### src/rtl/mem_arbiter.sv
// Round-robin arbiter sharing one ternary memory port between port A (CPU) and port B (loader/debug).
// Optional per-port stall counters are enabled with `define MEM_ARB_STALL_CNT_EN.
module mem_arbiter #(
    parameter int WORD_SIZE     = 9,
    parameter int MEM_ADDR_SIZE = 9
) (
    input  logic                       clock,
    input  logic                       reset,
    input  logic                       a_req,
    input  logic                       a_write,
    input  logic [2*MEM_ADDR_SIZE-1:0] a_address,
    input  logic [2*WORD_SIZE-1:0]     a_write_data,
    output logic                       a_gnt,
    output logic                       a_rvalid,
    output logic [2*WORD_SIZE-1:0]     a_read_data,
    input  logic                       b_req,
    input  logic                       b_write,
    input  logic [2*MEM_ADDR_SIZE-1:0] b_address,
    input  logic [2*WORD_SIZE-1:0]     b_write_data,
    output logic                       b_gnt,
    output logic                       b_rvalid,
    output logic [2*WORD_SIZE-1:0]     b_read_data,
    output logic [2*MEM_ADDR_SIZE-1:0] mem_address,
    output logic [2*WORD_SIZE-1:0]     mem_write_data,
    output logic                       mem_read,
    output logic                       mem_write,
    input  logic [2*WORD_SIZE-1:0]     mem_read_data,
    output logic                       busy
`ifdef MEM_ARB_STALL_CNT_EN
    ,
    output logic [15:0]                a_stall_cnt,
    output logic [15:0]                b_stall_cnt
`endif
);

    localparam logic [1:0] TRIT_ZERO = 2'b00;
    localparam logic [2*WORD_SIZE-1:0]     WORD_ZERO = {WORD_SIZE{TRIT_ZERO}};
    localparam logic [2*MEM_ADDR_SIZE-1:0] ADDR_ZERO = {MEM_ADDR_SIZE{TRIT_ZERO}};

    typedef enum logic [1:0] {IDLE, ISSUE, RESP} state_t;

    state_t                     state, state_next;
    logic                       last_b;
    logic                       sel_b;
    logic                       pick_b;
    logic                       cmd_write;
    logic [2*MEM_ADDR_SIZE-1:0] cmd_address;
    logic [2*WORD_SIZE-1:0]     cmd_write_data;
    logic [2*WORD_SIZE-1:0]     a_rd_q, b_rd_q;
    logic                       issue, resp;

    always_ff @(posedge clock) begin
        if (reset) begin
            state          <= IDLE;
            last_b         <= 1'b1;
            sel_b          <= 1'b0;
            cmd_write      <= 1'b0;
            cmd_address    <= ADDR_ZERO;
            cmd_write_data <= WORD_ZERO;
            a_rd_q         <= WORD_ZERO;
            b_rd_q         <= WORD_ZERO;
        end else begin
            state <= state_next;
            if (state == IDLE && (a_req || b_req)) begin
                sel_b          <= pick_b;
                cmd_write      <= pick_b ? b_write      : a_write;
                cmd_address    <= pick_b ? b_address    : a_address;
                cmd_write_data <= pick_b ? b_write_data : a_write_data;
            end
            if (state == ISSUE)
                last_b <= sel_b;
            if (state == RESP) begin
                if (sel_b)
                    b_rd_q <= mem_read_data;
                else
                    a_rd_q <= mem_read_data;
            end
        end
    end

    always_comb begin
        state_next = state;
        pick_b     = b_req && (!a_req || !last_b);
        case (state)
            IDLE:    if (a_req || b_req) state_next = ISSUE;
            ISSUE:   state_next = cmd_write ? IDLE : RESP;
            RESP:    state_next = IDLE;
            default: state_next = IDLE;
        endcase
    end

    // Strobes are masked by reset so an aborted ISSUE/RESP cycle emits no grant or response.
    assign issue = (state == ISSUE) && !reset;
    assign resp  = (state == RESP)  && !reset;

    assign a_gnt    = issue && !sel_b;
    assign b_gnt    = issue &&  sel_b;
    assign a_rvalid = resp  && !sel_b;
    assign b_rvalid = resp  &&  sel_b;

    // The response cycle forwards memory data so read_data is valid alongside rvalid, then holds.
    assign a_read_data = a_rvalid ? mem_read_data : a_rd_q;
    assign b_read_data = b_rvalid ? mem_read_data : b_rd_q;

    assign mem_address    = cmd_address;
    assign mem_write_data = cmd_write_data;
    assign mem_read       = issue && !cmd_write;
    assign mem_write      = issue &&  cmd_write;
    assign busy           = (state != IDLE) && !reset;

`ifdef MEM_ARB_STALL_CNT_EN
    always_ff @(posedge clock) begin
        if (reset) begin
            a_stall_cnt <= '0;
            b_stall_cnt <= '0;
        end else begin
            if (a_req && !a_gnt && a_stall_cnt != 16'hFFFF)
                a_stall_cnt <= a_stall_cnt + 16'd1;
            if (b_req && !b_gnt && b_stall_cnt != 16'hFFFF)
                b_stall_cnt <= b_stall_cnt + 16'd1;
        end
    end
`endif

endmodule
### config.mk
export PLATFORM = sky130hd
export DESIGN_NAME = mem_arbiter
export DESIGN_NICKNAME = d
export VERILOG_FILES = /design/src/rtl/mem_arbiter.sv
export SDC_FILE = /design/constraint.sdc
export NUM_CORES = 1
export LEC_CHECK = 0
export CORE_MARGIN = 2
export CORE_UTILIZATION = 44
export CTS_BUF_LIST = sky130_fd_sc_hd__clkbuf_16
export DETAILED_ROUTE_END_ITERATION = 12
export PLACE_DENSITY = 0.94
export SLEW_MARGIN = 20
export SYNTH_ARGS = -nofsm -noshare
export SYNTH_HDL_FRONTEND = slang
export SYNTH_SLANG_ARGS = --single-unit
### constraint.sdc
create_clock -name clock -period 2.6 [get_ports clock]
set_input_delay 0.39 -clock clock [delete_from_list [all_inputs] [get_ports clock]]
set_output_delay 0.39 -clock clock [all_outputs]
set_load 0.005 [all_outputs]
==> report_table.html, run 1 <==
<table>
<tr><th>Metric</th><th>Value</th></tr>
<tr><th colspan="2">Worst hold path</th></tr>
<tr><td>Endpoint of the worst hold path</td><td>last_b$_SDFFE_PP1N_</td></tr>
<tr><td>Number of cells on the worst hold path</td><td>3</td></tr>
<tr><td>Worst Hold Launch</td><td>reset</td></tr>
<tr><td>Worst Hold Class</td><td>primary input to flop</td></tr>
<tr><th colspan="2">Power and ir drop</th></tr>
<tr><td>Power Density</td><td>598 nW/µm²</td></tr>
<tr><td>Leakage power of the design</td><td>2.19 nW</td></tr>
<tr><td>Worst voltage drop across the vdd grid</td><td>365 µV</td></tr>
<tr><th colspan="2">Floorplanning</th></tr>
<tr><td>Overall die area</td><td>9060 µm²</td></tr>
<tr><td>Number of placement rows</td><td>33</td></tr>
<tr><td>Number of top-level design ports</td><td>175</td></tr>
<tr><td>Core Footprint</td><td>8130 µm²</td></tr>
<tr><td>Die height</td><td>95.2 µm</td></tr>
<tr><td>Horizontal die dimension</td><td>95.2 µm</td></tr>
<tr><td>Starting density of the core</td><td>45.0%</td></tr>
<tr><th colspan="2">Global routing</th></tr>
<tr><td>Initial antenna violation count</td><td>0</td></tr>
<tr><td>Met3 routing resource usage after global routing</td><td>6.56%</td></tr>
<tr><td>All-layer global routing usage</td><td>22.7%</td></tr>
<tr><td>Fraction of met1 tracks used by global routing</td><td>27.6%</td></tr>
<tr><td>Largest net degree at the start of global routing</td><td>40</td></tr>
<tr><td>Met2 track demand over resource</td><td>38.7%</td></tr>
<tr><td>GR Overflow Total</td><td>0</td></tr>
<tr><td>Number of global-route vias before repair</td><td>3,290</td></tr>
<tr><td>Most congested layer reported by global routing</td><td>met2</td></tr>
<tr><td>Wire length of the first global-routing pass</td><td>16.2 mm</td></tr>
<tr><th colspan="2">Timing</th></tr>
<tr><td>Final critical-path share of the clock period</td><td>96.4%</td></tr>
<tr><td>Slack of the critical path</td><td>0.0938 ns</td></tr>
<tr><td>Slew @ Worst Pin</td><td>1.01 ns</td></tr>
<tr><td>Total Neg Setup Slack</td><td>0 ns</td></tr>
<tr><td>Time the final worst path needs with I/O delays and setup</td><td>2.51 ns</td></tr>
<tr><td>Final setup fails</td><td>0</td></tr>
<tr><td>Worst slew slack as a fraction of its limit</td><td>32.9%</td></tr>
<tr><td>Final count of pins violating max slew</td><td>0</td></tr>
<tr><td>Final hold violation count</td><td>0</td></tr>
<tr><td>Highest Clock Rate</td><td>399 MHz</td></tr>
<tr><td>Largest clock skew in the final design</td><td>0.00818 ns</td></tr>
<tr><td>Unrepaired setup endpoints after global routing</td><td>false</td></tr>
<tr><th colspan="2">Yosys</th></tr>
<tr><td>Top flip-flop cell by instance count after synthesis</td><td>sky130_fd_sc_hd__dfxtp_1</td></tr>
<tr><td>Sequential fraction of the synthesis area</td><td>42.1%</td></tr>
<tr><td>Post-synthesis cell area</td><td>3660 µm²</td></tr>
<tr><td>Synthesized area divided by synthesized cell count</td><td>10.2 µm²</td></tr>
<tr><td>Simple-gate portion of the synthesized area</td><td>9.85%</td></tr>
<tr><td>Async SR Flop Fraction</td><td>0%</td></tr>
<tr><td>Main combinational cell family by area after synthesis</td><td>compound AO/OA/AOI/OAI gates</td></tr>
<tr><td>XOR/XNOR Fraction of Synth Area</td><td>0%</td></tr>
<tr><td>Adder and majority gate portion of the synthesized area</td><td>0%</td></tr>
<tr><td>Flop and latch count out of synthesis</td><td>77</td></tr>
<tr><td>Synth warnings</td><td>0</td></tr>
<tr><td>Net count of the mapped netlist</td><td>456</td></tr>
<tr><td>Synth cell types</td><td>29</td></tr>
<tr><td>Number of enable-type register cells in the synthesized netlist</td><td>0</td></tr>
<tr><td>Post-Synthesis Cells</td><td>360</td></tr>
<tr><td>Mux share of post-synthesis cell area</td><td>12.1%</td></tr>
<tr><td>Compound-gate portion of the synthesized area</td><td>29.4%</td></tr>
<tr><th colspan="2">Setup path</th></tr>
<tr><td>End of the worst register-to-register path</td><td>cmd_write$_SDFFE_PP0P_</td></tr>
<tr><td>Setup slack of the most critical reg-to-reg path</td><td>0.82 ns</td></tr>
<tr><td>Critical-path maximum fanout</td><td>37</td></tr>
<tr><td>Critical path data arrival time</td><td>2.12 ns</td></tr>
<tr><td>Launch instance of the worst register-to-register path</td><td>state[1]$_SDFFE_PP0P_</td></tr>
<tr><td>Required time worst endpoint</td><td>2.21 ns</td></tr>
<tr><td>Worst Reg2Reg Path Length in Cells</td><td>3</td></tr>
<tr><td>Cell class contributing the biggest share of worst-path delay</td><td>buffers and inverters</td></tr>
<tr><td>Critical path depth</td><td>4</td></tr>
<tr><td>Crit path buffers/inverters</td><td>2</td></tr>
<tr><td>Sequence of cells on the critical path</td><td>and4_1 -&gt; buf_12 -&gt; mux2_2 -&gt; clkdlybuf4s50_1</td></tr>
<tr><td>Path type of the worst setup path</td><td>flop to output port</td></tr>
<tr><td>Startpoint kind of the worst setup timing path</td><td>flop</td></tr>
<tr><td>Cell with the biggest individual delay on the critical path</td><td>sky130_fd_sc_hd__clkdlybuf4s50_1</td></tr>
<tr><td>Endpoint class of the critical path</td><td>output port</td></tr>
<tr><td>Worst stage delay on the critical path</td><td>0.47 ns</td></tr>
<tr><th colspan="2">Placement</th></tr>
<tr><td>Placement-stage cell area</td><td>5430 µm²</td></tr>
<tr><td>Port bufs</td><td>174</td></tr>
<tr><td>Placement-stage worst setup slack</td><td>0.234 ns</td></tr>
<tr><td>Final estimated routing congestion in global placement</td><td>0.760</td></tr>
<tr><td>Detailed placement HPWL</td><td>7.18 mm</td></tr>
<tr><td>Dpl cells</td><td>615</td></tr>
<tr><th colspan="2">CTS</th></tr>
<tr><td>CTS root buf</td><td>sky130_fd_sc_hd__clkbuf_16</td></tr>
<tr><td>Max Root-Sink Buffers</td><td>2</td></tr>
<tr><td>Clock tree from TritonCTS</td><td>done</td></tr>
<tr><td>Cts-stage hold buffer count</td><td>0</td></tr>
<tr><td>Clock sink count</td><td>77</td></tr>
<tr><td>Post-CTS setup buffers</td><td>0</td></tr>
<tr><td>Clock slew at reported path FFs</td><td>0.06 ns</td></tr>
<tr><td>Inserted Clock Buffers</td><td>9</td></tr>
<tr><td>CTS H-Tree Depth</td><td>3</td></tr>
<tr><td>Clk Latency, worst-skew pair</td><td>0.32 ns</td></tr>
<tr><th colspan="2">Detailed routing</th></tr>
<tr><td>1st-iter DRT viols</td><td>57</td></tr>
<tr><td>DR vias/cell</td><td>5.42</td></tr>
<tr><td>Number of vias in the routed layout</td><td>3,420</td></tr>
<tr><td>Wire length per cell after detailed routing</td><td>16.3 µm</td></tr>
<tr><td>Total length of routed wires</td><td>10.3 mm</td></tr>
<tr><td>First-pass iteration count of the detailed router</td><td>4</td></tr>
<tr><td>DRT antenna net count</td><td>0</td></tr>
<tr><td>Drc violations</td><td>0</td></tr>
<tr><th colspan="2">Run status</th></tr>
<tr><td>Run status</td><td>finished clean</td></tr>
<tr><th colspan="2">Cells and area</th></tr>
<tr><td>Total of fill cells in the finished design</td><td>565</td></tr>
<tr><td>Layout cells sized above 1</td><td>17.5%</td></tr>
<tr><td>Number of antenna repair diodes</td><td>0</td></tr>
<tr><td>Number of cells in the finished layout apart from fillers</td><td>631</td></tr>
<tr><td>Number of nets in the final layout</td><td>617</td></tr>
<tr><td>Area overhead of the layout relative to synthesis</td><td>57.9%</td></tr>
<tr><td>Area of all placed cells without fillers</td><td>5780 µm²</td></tr>
<tr><th colspan="2">Run</th></tr>
<tr><td>Number of violations of the max-capacitance limit</td><td>0</td></tr>
</table>
-- power breakdown --
group | internal [W] | switching [W] | leakage, nW | total [W]
clock network | 0.000933 | 0.000476 | 0.159 | 0.00141
registers | 0.00127 | 0.0000531 | 0.632 | 0.00132
logic | 0.000414 | 0.000313 | 1.40 | 0.000727
-- how the worst max path moves through the flow --
stage	start	to	slack, ns
after floorplan	reset	a_read_data[16]	0.75
after global placement	reset	a_read_data[0]	0.26
after detailed placement	reset	a_read_data[4]	0.23
after CTS	state[1]$_SDFFE_PP0P_	a_read_data[4]	0.05
after global routing	sel_b$_SDFFE_PP0P_	a_read_data[4]	0.01
final	sel_b$_SDFFE_PP0P_	b_read_data[2]	0.09
-- synth_stat cells (7+ instances only) --
cell type | instances | area share (%)
sky130_fd_sc_hd__a311oi_2 | 30 | 12
sky130_fd_sc_hd__mux2_4 | 10 | 4.1
sky130_fd_sc_hd__buf_6 | 7 | 2.2
sky130_fd_sc_hd__dfxtp_1 | 77 | 42
sky130_fd_sc_hd__nand2_1 | 76 | 7.8
sky130_fd_sc_hd__clkbuf_1 | 10 | 1.0
sky130_fd_sc_hd__a22o_1 | 36 | 8.6
sky130_fd_sc_hd__a21oi_1 | 38 | 5.2
sky130_fd_sc_hd__nor2_1 | 7 | 0.72
sky130_fd_sc_hd__mux2_2 | 14 | 4.3
sky130_fd_sc_hd__a311oi_1 | 7 | 1.7
sky130_fd_sc_hd__buf_2 | 11 | 1.5
sky130_fd_sc_hd__mux2_1 | 12 | 3.7
-- worst reg2reg max path, cell delays in order, from the launching register on --
cell	delay (ns)
sky130_fd_sc_hd__dfxtp_2	0.36
sky130_fd_sc_hd__nor2_2	0.14
sky130_fd_sc_hd__and2_2	0.83
sky130_fd_sc_hd__a311oi_2	0.26
-- cells by family after synthesis --
logic type / Yosys count
AOI/OAI and AO/OA: 117
DFF: 77
muxes: 36
buffers and inverters: 40
and+or+nand+nor: 90
-- state kept, by name, summed over array words and instances (netlist names) --
signal and flops:
sel_b 1, mem_address 18, a_rd_q 18, cmd_write 1
last_b 1, state 2, mem_write_data 18, b_rd_q 18
-- per-stage QoR --
stage                     util, %  total power (W)  hold slack [ns]
after floorplan                 -          0.00168            0.426
after global placement       66.8          0.00205            0.443
after detailed placement     66.8          0.00207            0.443
after CTS                    71.1          0.00349            0.382
after global routing         71.1          0.00360            0.401
final                        71.1          0.00346            0.391
-- layout make-up --
| class | instances | area [µm²] | share of cell area (%) |
|---|---|---|---|
| Clock buffer | 9 | 225 | 3.90 |
| Clock inverter | 7 | 114 | 1.97 |
| Inverter | 4 | 15.0 | 0.260 |
| Multi-Input combinational cell | 243 | 1900 | 32.9 |
| Sequential cell | 77 | 1540 | 26.7 |
| Tap cell | 105 | 131 | 2.27 |
| Timing Repair Buffer | 186 | 1850 | 32.0 |
-- routing by layer --
metal	vias up	wire (µm)
li1	1645	-
met1	1624	4320
met2	137	5130
met3	14	716
met4	0	142
met5	-	0
-- repair_timing --
| action | in CTS | in global routing |
|---|---|---|
| resized for setup | 1 | 1 |
| setup endpoints to repair | 18 | 16 |
| hold endpoints to repair | 0 | 0 |
-- cell usage in the layout (no fill, tap or decap), drive strengths merged, types with 2 or more instances in the layout --
cell	synthesis	layout
clkdlybuf4s50	0	173
clkbuf	11	9
nand2b	2	2
clkinvlp	0	2
nor2	7	7
a311oi	37	37
mux2	36	36
nand2	76	76
bufinv	0	3
a22o	36	36
dfxtp	77	77
inv	4	4
a21oi	38	38
buf	25	13
a31oi	2	2
clkinv	0	2
Power figures use the tool's default switching activity.
==> run 2, diff against run 1 <==
Settings changed: CTS_CLUSTER_DIAMETER set to 60, PLACE_DENSITY 0.94 to 0.95.
==> report_table.html, run 2 (synthesis gave the netlist of run 1 again) <==
<table>
<tr><th>Metric</th><th>Value</th></tr>
<tr><th colspan="2">Cells and area</th></tr>
<tr><td>Leading cell type in the layout, fill and taps excluded</td><td>sky130_fd_sc_hd__clkdlybuf4s50_1</td></tr>
<tr><td>Commonest cells after routing, fill and taps aside</td><td>sky130_fd_sc_hd__clkdlybuf4s50_1, sky130_fd_sc_hd__nand2_1, sky130_fd_sc_hd__dfxtp_1</td></tr>
<tr><td>Area of the multi-input gates</td><td>1900 µm²</td></tr>
<tr><td>Area overhead of the layout relative to synthesis</td><td>56.9%</td></tr>
<tr><td>Total of fill cells in the finished design</td><td>556</td></tr>
<tr><td>Layout cells sized above 1</td><td>17.2%</td></tr>
<tr><td>Area of all placed cells without fillers</td><td>5740 µm²</td></tr>
<tr><td>Number of nets in the final layout</td><td>615</td></tr>
<tr><td>FF/Latch Area</td><td>1540 µm²</td></tr>
<tr><td>Number of antenna repair diodes</td><td>0</td></tr>
<tr><th colspan="2">Detailed routing</th></tr>
<tr><td>First-pass iteration count of the detailed router</td><td>4</td></tr>
<tr><td>DR vias/cell</td><td>5.49</td></tr>
<tr><td>1st-iter DRT viols</td><td>94</td></tr>
<tr><td>Number of vias in the routed layout</td><td>3,440</td></tr>
<tr><td>Total length of routed wires</td><td>10.3 mm</td></tr>
<tr><td>DRT antenna net count</td><td>0</td></tr>
<tr><td>Drc violations</td><td>0</td></tr>
<tr><td>Wire length per cell after detailed routing</td><td>16.3 µm</td></tr>
<tr><th colspan="2">Timing</th></tr>
<tr><td>Final critical-path share of the clock period</td><td>95.9%</td></tr>
<tr><td>Worst slew slack as a fraction of its limit</td><td>32.9%</td></tr>
<tr><td>Unrepaired setup endpoints after global routing</td><td>false</td></tr>
<tr><td>Final count of pins violating max slew</td><td>0</td></tr>
<tr><td>Worst Hold Slack</td><td>0.373 ns</td></tr>
<tr><td>Final hold violation count</td><td>0</td></tr>
<tr><td>Largest clock skew in the final design</td><td>0.0103 ns</td></tr>
<tr><td>Final setup fails</td><td>0</td></tr>
<tr><td>Time the final worst path needs with I/O delays and setup</td><td>2.49 ns</td></tr>
<tr><td>Slew @ Worst Pin</td><td>1.01 ns</td></tr>
<tr><td>Highest Clock Rate</td><td>401 MHz</td></tr>
<tr><td>Total Neg Setup Slack</td><td>0 ns</td></tr>
<tr><th colspan="2">Setup path</th></tr>
<tr><td>Path type of the worst setup path</td><td>flop to output port</td></tr>
<tr><td>Critical-path maximum fanout</td><td>37</td></tr>
<tr><td>Required time worst endpoint</td><td>2.21 ns</td></tr>
<tr><td>Endpoint class of the critical path</td><td>output port</td></tr>
<tr><td>Critical path data arrival time</td><td>2.10 ns</td></tr>
<tr><td>Startpoint kind of the worst setup timing path</td><td>flop</td></tr>
<tr><th colspan="2">CTS</th></tr>
<tr><td>Clk Latency, worst-skew pair</td><td>0.32 ns</td></tr>
<tr><td>CTS H-Tree Depth</td><td>3</td></tr>
<tr><td>Inserted Clock Buffers</td><td>9</td></tr>
<tr><td>Max Root-Sink Buffers</td><td>2</td></tr>
<tr><td>Clock tree from TritonCTS</td><td>done</td></tr>
<tr><td>Cts-stage hold buffer count</td><td>0</td></tr>
<tr><td>Post_cts resized</td><td>0</td></tr>
<tr><td>CTS root buf</td><td>sky130_fd_sc_hd__clkbuf_16</td></tr>
<tr><td>Post-CTS setup buffers</td><td>0</td></tr>
<tr><td>Clock sink count</td><td>77</td></tr>
<tr><td>Clock slew at reported path FFs</td><td>0.05 ns</td></tr>
<tr><th colspan="2">Placement</th></tr>
<tr><td>Detailed placement HPWL</td><td>7.26 mm</td></tr>
<tr><td>Placement-stage cell area</td><td>5430 µm²</td></tr>
<tr><td>Port bufs</td><td>174</td></tr>
<tr><td>Final estimated routing congestion in global placement</td><td>0.775</td></tr>
<tr><th colspan="2">Floorplanning</th></tr>
<tr><td>Horizontal die dimension</td><td>95.2 µm</td></tr>
<tr><td>Overall die area</td><td>9060 µm²</td></tr>
<tr><td>Number of placement rows</td><td>33</td></tr>
<tr><td>Die height</td><td>95.2 µm</td></tr>
<tr><td>Starting density of the core</td><td>45.0%</td></tr>
<tr><td>Core Footprint</td><td>8130 µm²</td></tr>
<tr><td>Number of top-level design ports</td><td>175</td></tr>
<tr><th colspan="2">Worst hold path</th></tr>
<tr><td>Worst Hold Class</td><td>primary input to flop</td></tr>
<tr><th colspan="2">Power and ir drop</th></tr>
<tr><td>Power Density</td><td>577 nW/µm²</td></tr>
<tr><td>Leakage power of the design</td><td>2.18 nW</td></tr>
<tr><td>Worst voltage drop across the vdd grid</td><td>355 µV</td></tr>
<tr><th colspan="2">Run status</th></tr>
<tr><td>Run status</td><td>finished clean</td></tr>
<tr><th colspan="2">Global routing</th></tr>
<tr><td>GR Overflow Total</td><td>0</td></tr>
<tr><td>All-layer global routing usage</td><td>23.0%</td></tr>
<tr><td>Wire length of the first global-routing pass</td><td>16.5 mm</td></tr>
<tr><td>Largest net degree at the start of global routing</td><td>42</td></tr>
<tr><td>Initial antenna violation count</td><td>0</td></tr>
<tr><td>Number of global-route vias before repair</td><td>3,349</td></tr>
<tr><th colspan="2">Run</th></tr>
<tr><td>Number of violations of the max-capacitance limit</td><td>0</td></tr>
</table>
run 2: final timing paths:
| check | from | endpoint | slack, ns | depth (start not counted) |
|---|---|---|---|---|
| min | reset | last_b$_SDFFE_PP1N_ | 0.37 | 3 |
| min reg2reg | cmd_write$_SDFFE_PP0P_ | state[1]$_SDFFE_PP0P_ | 0.46 | 1 |
| max | sel_b$_SDFFE_PP0P_ | a_read_data[9] | 0.11 | 4 |
| max reg2reg | state[0]$_SDFFE_PP0P_ | mem_write_data[10]$_SDFFE_PP0P_ | 0.83 | 3 |
run 2: area by class of cell:
type | instances | area share [%]
Clock buffer | 9 | 3.92
Clock inverter | 5 | 1.35
Inverter | 4 | 0.261
Multi-Input combinational cell | 243 | 33.1
Sequential cell | 77 | 26.9
Tap cell | 105 | 2.29
Timing Repair Buffer | 184 | 32.2
run 2: routing by layer:
layer  share of wire, %  vias to the layer above  track usage [%]
met5                  0                        -                0
met4                2.8                        0             9.78
met2                 48                      158             36.9
li1                   -                     1648                -
met3                8.8                       24             7.43
met1                 40                     1610             28.3
run 2: critical path, cell delays in order, from the launching register on:
cell and delay (ns):
sky130_fd_sc_hd__dfxtp_1 0.36, sky130_fd_sc_hd__nor4b_4 0.34, sky130_fd_sc_hd__buf_12 0.25, sky130_fd_sc_hd__mux2_1 0.35, sky130_fd_sc_hd__clkdlybuf4s50_1 0.46
run 2: power by group:
group / total, W / switching, W / internal (W)
Sequential: 0.00132 / 0.0000523 / 0.00127
Combinational: 0.000727 / 0.000312 / 0.000415
Clock: 0.00127 / 0.000442 / 0.000825
run 2: stage by stage:
stage / power (W) / util (%) / worst slack (ns) / std cells
after CTS: 0.00335 / 70.5 / 0.00533 / 627
final: 0.00331 / 70.6 / 0.108 / 627
after global placement: 0.00205 / 66.8 / 0.326 / 613
after global routing: 0.00347 / 70.6 / 0.00901 / 627
after floorplan: 0.00168 / - / 0.751 / 360
after detailed placement: 0.00207 / 66.8 / 0.295 / 613
==> run 3, diff against run 2 <==
Settings changed: CAP_MARGIN set to 5.
==> results of run 3 <==
No change in the layout: final DEF, timing and power equal those of run 2.
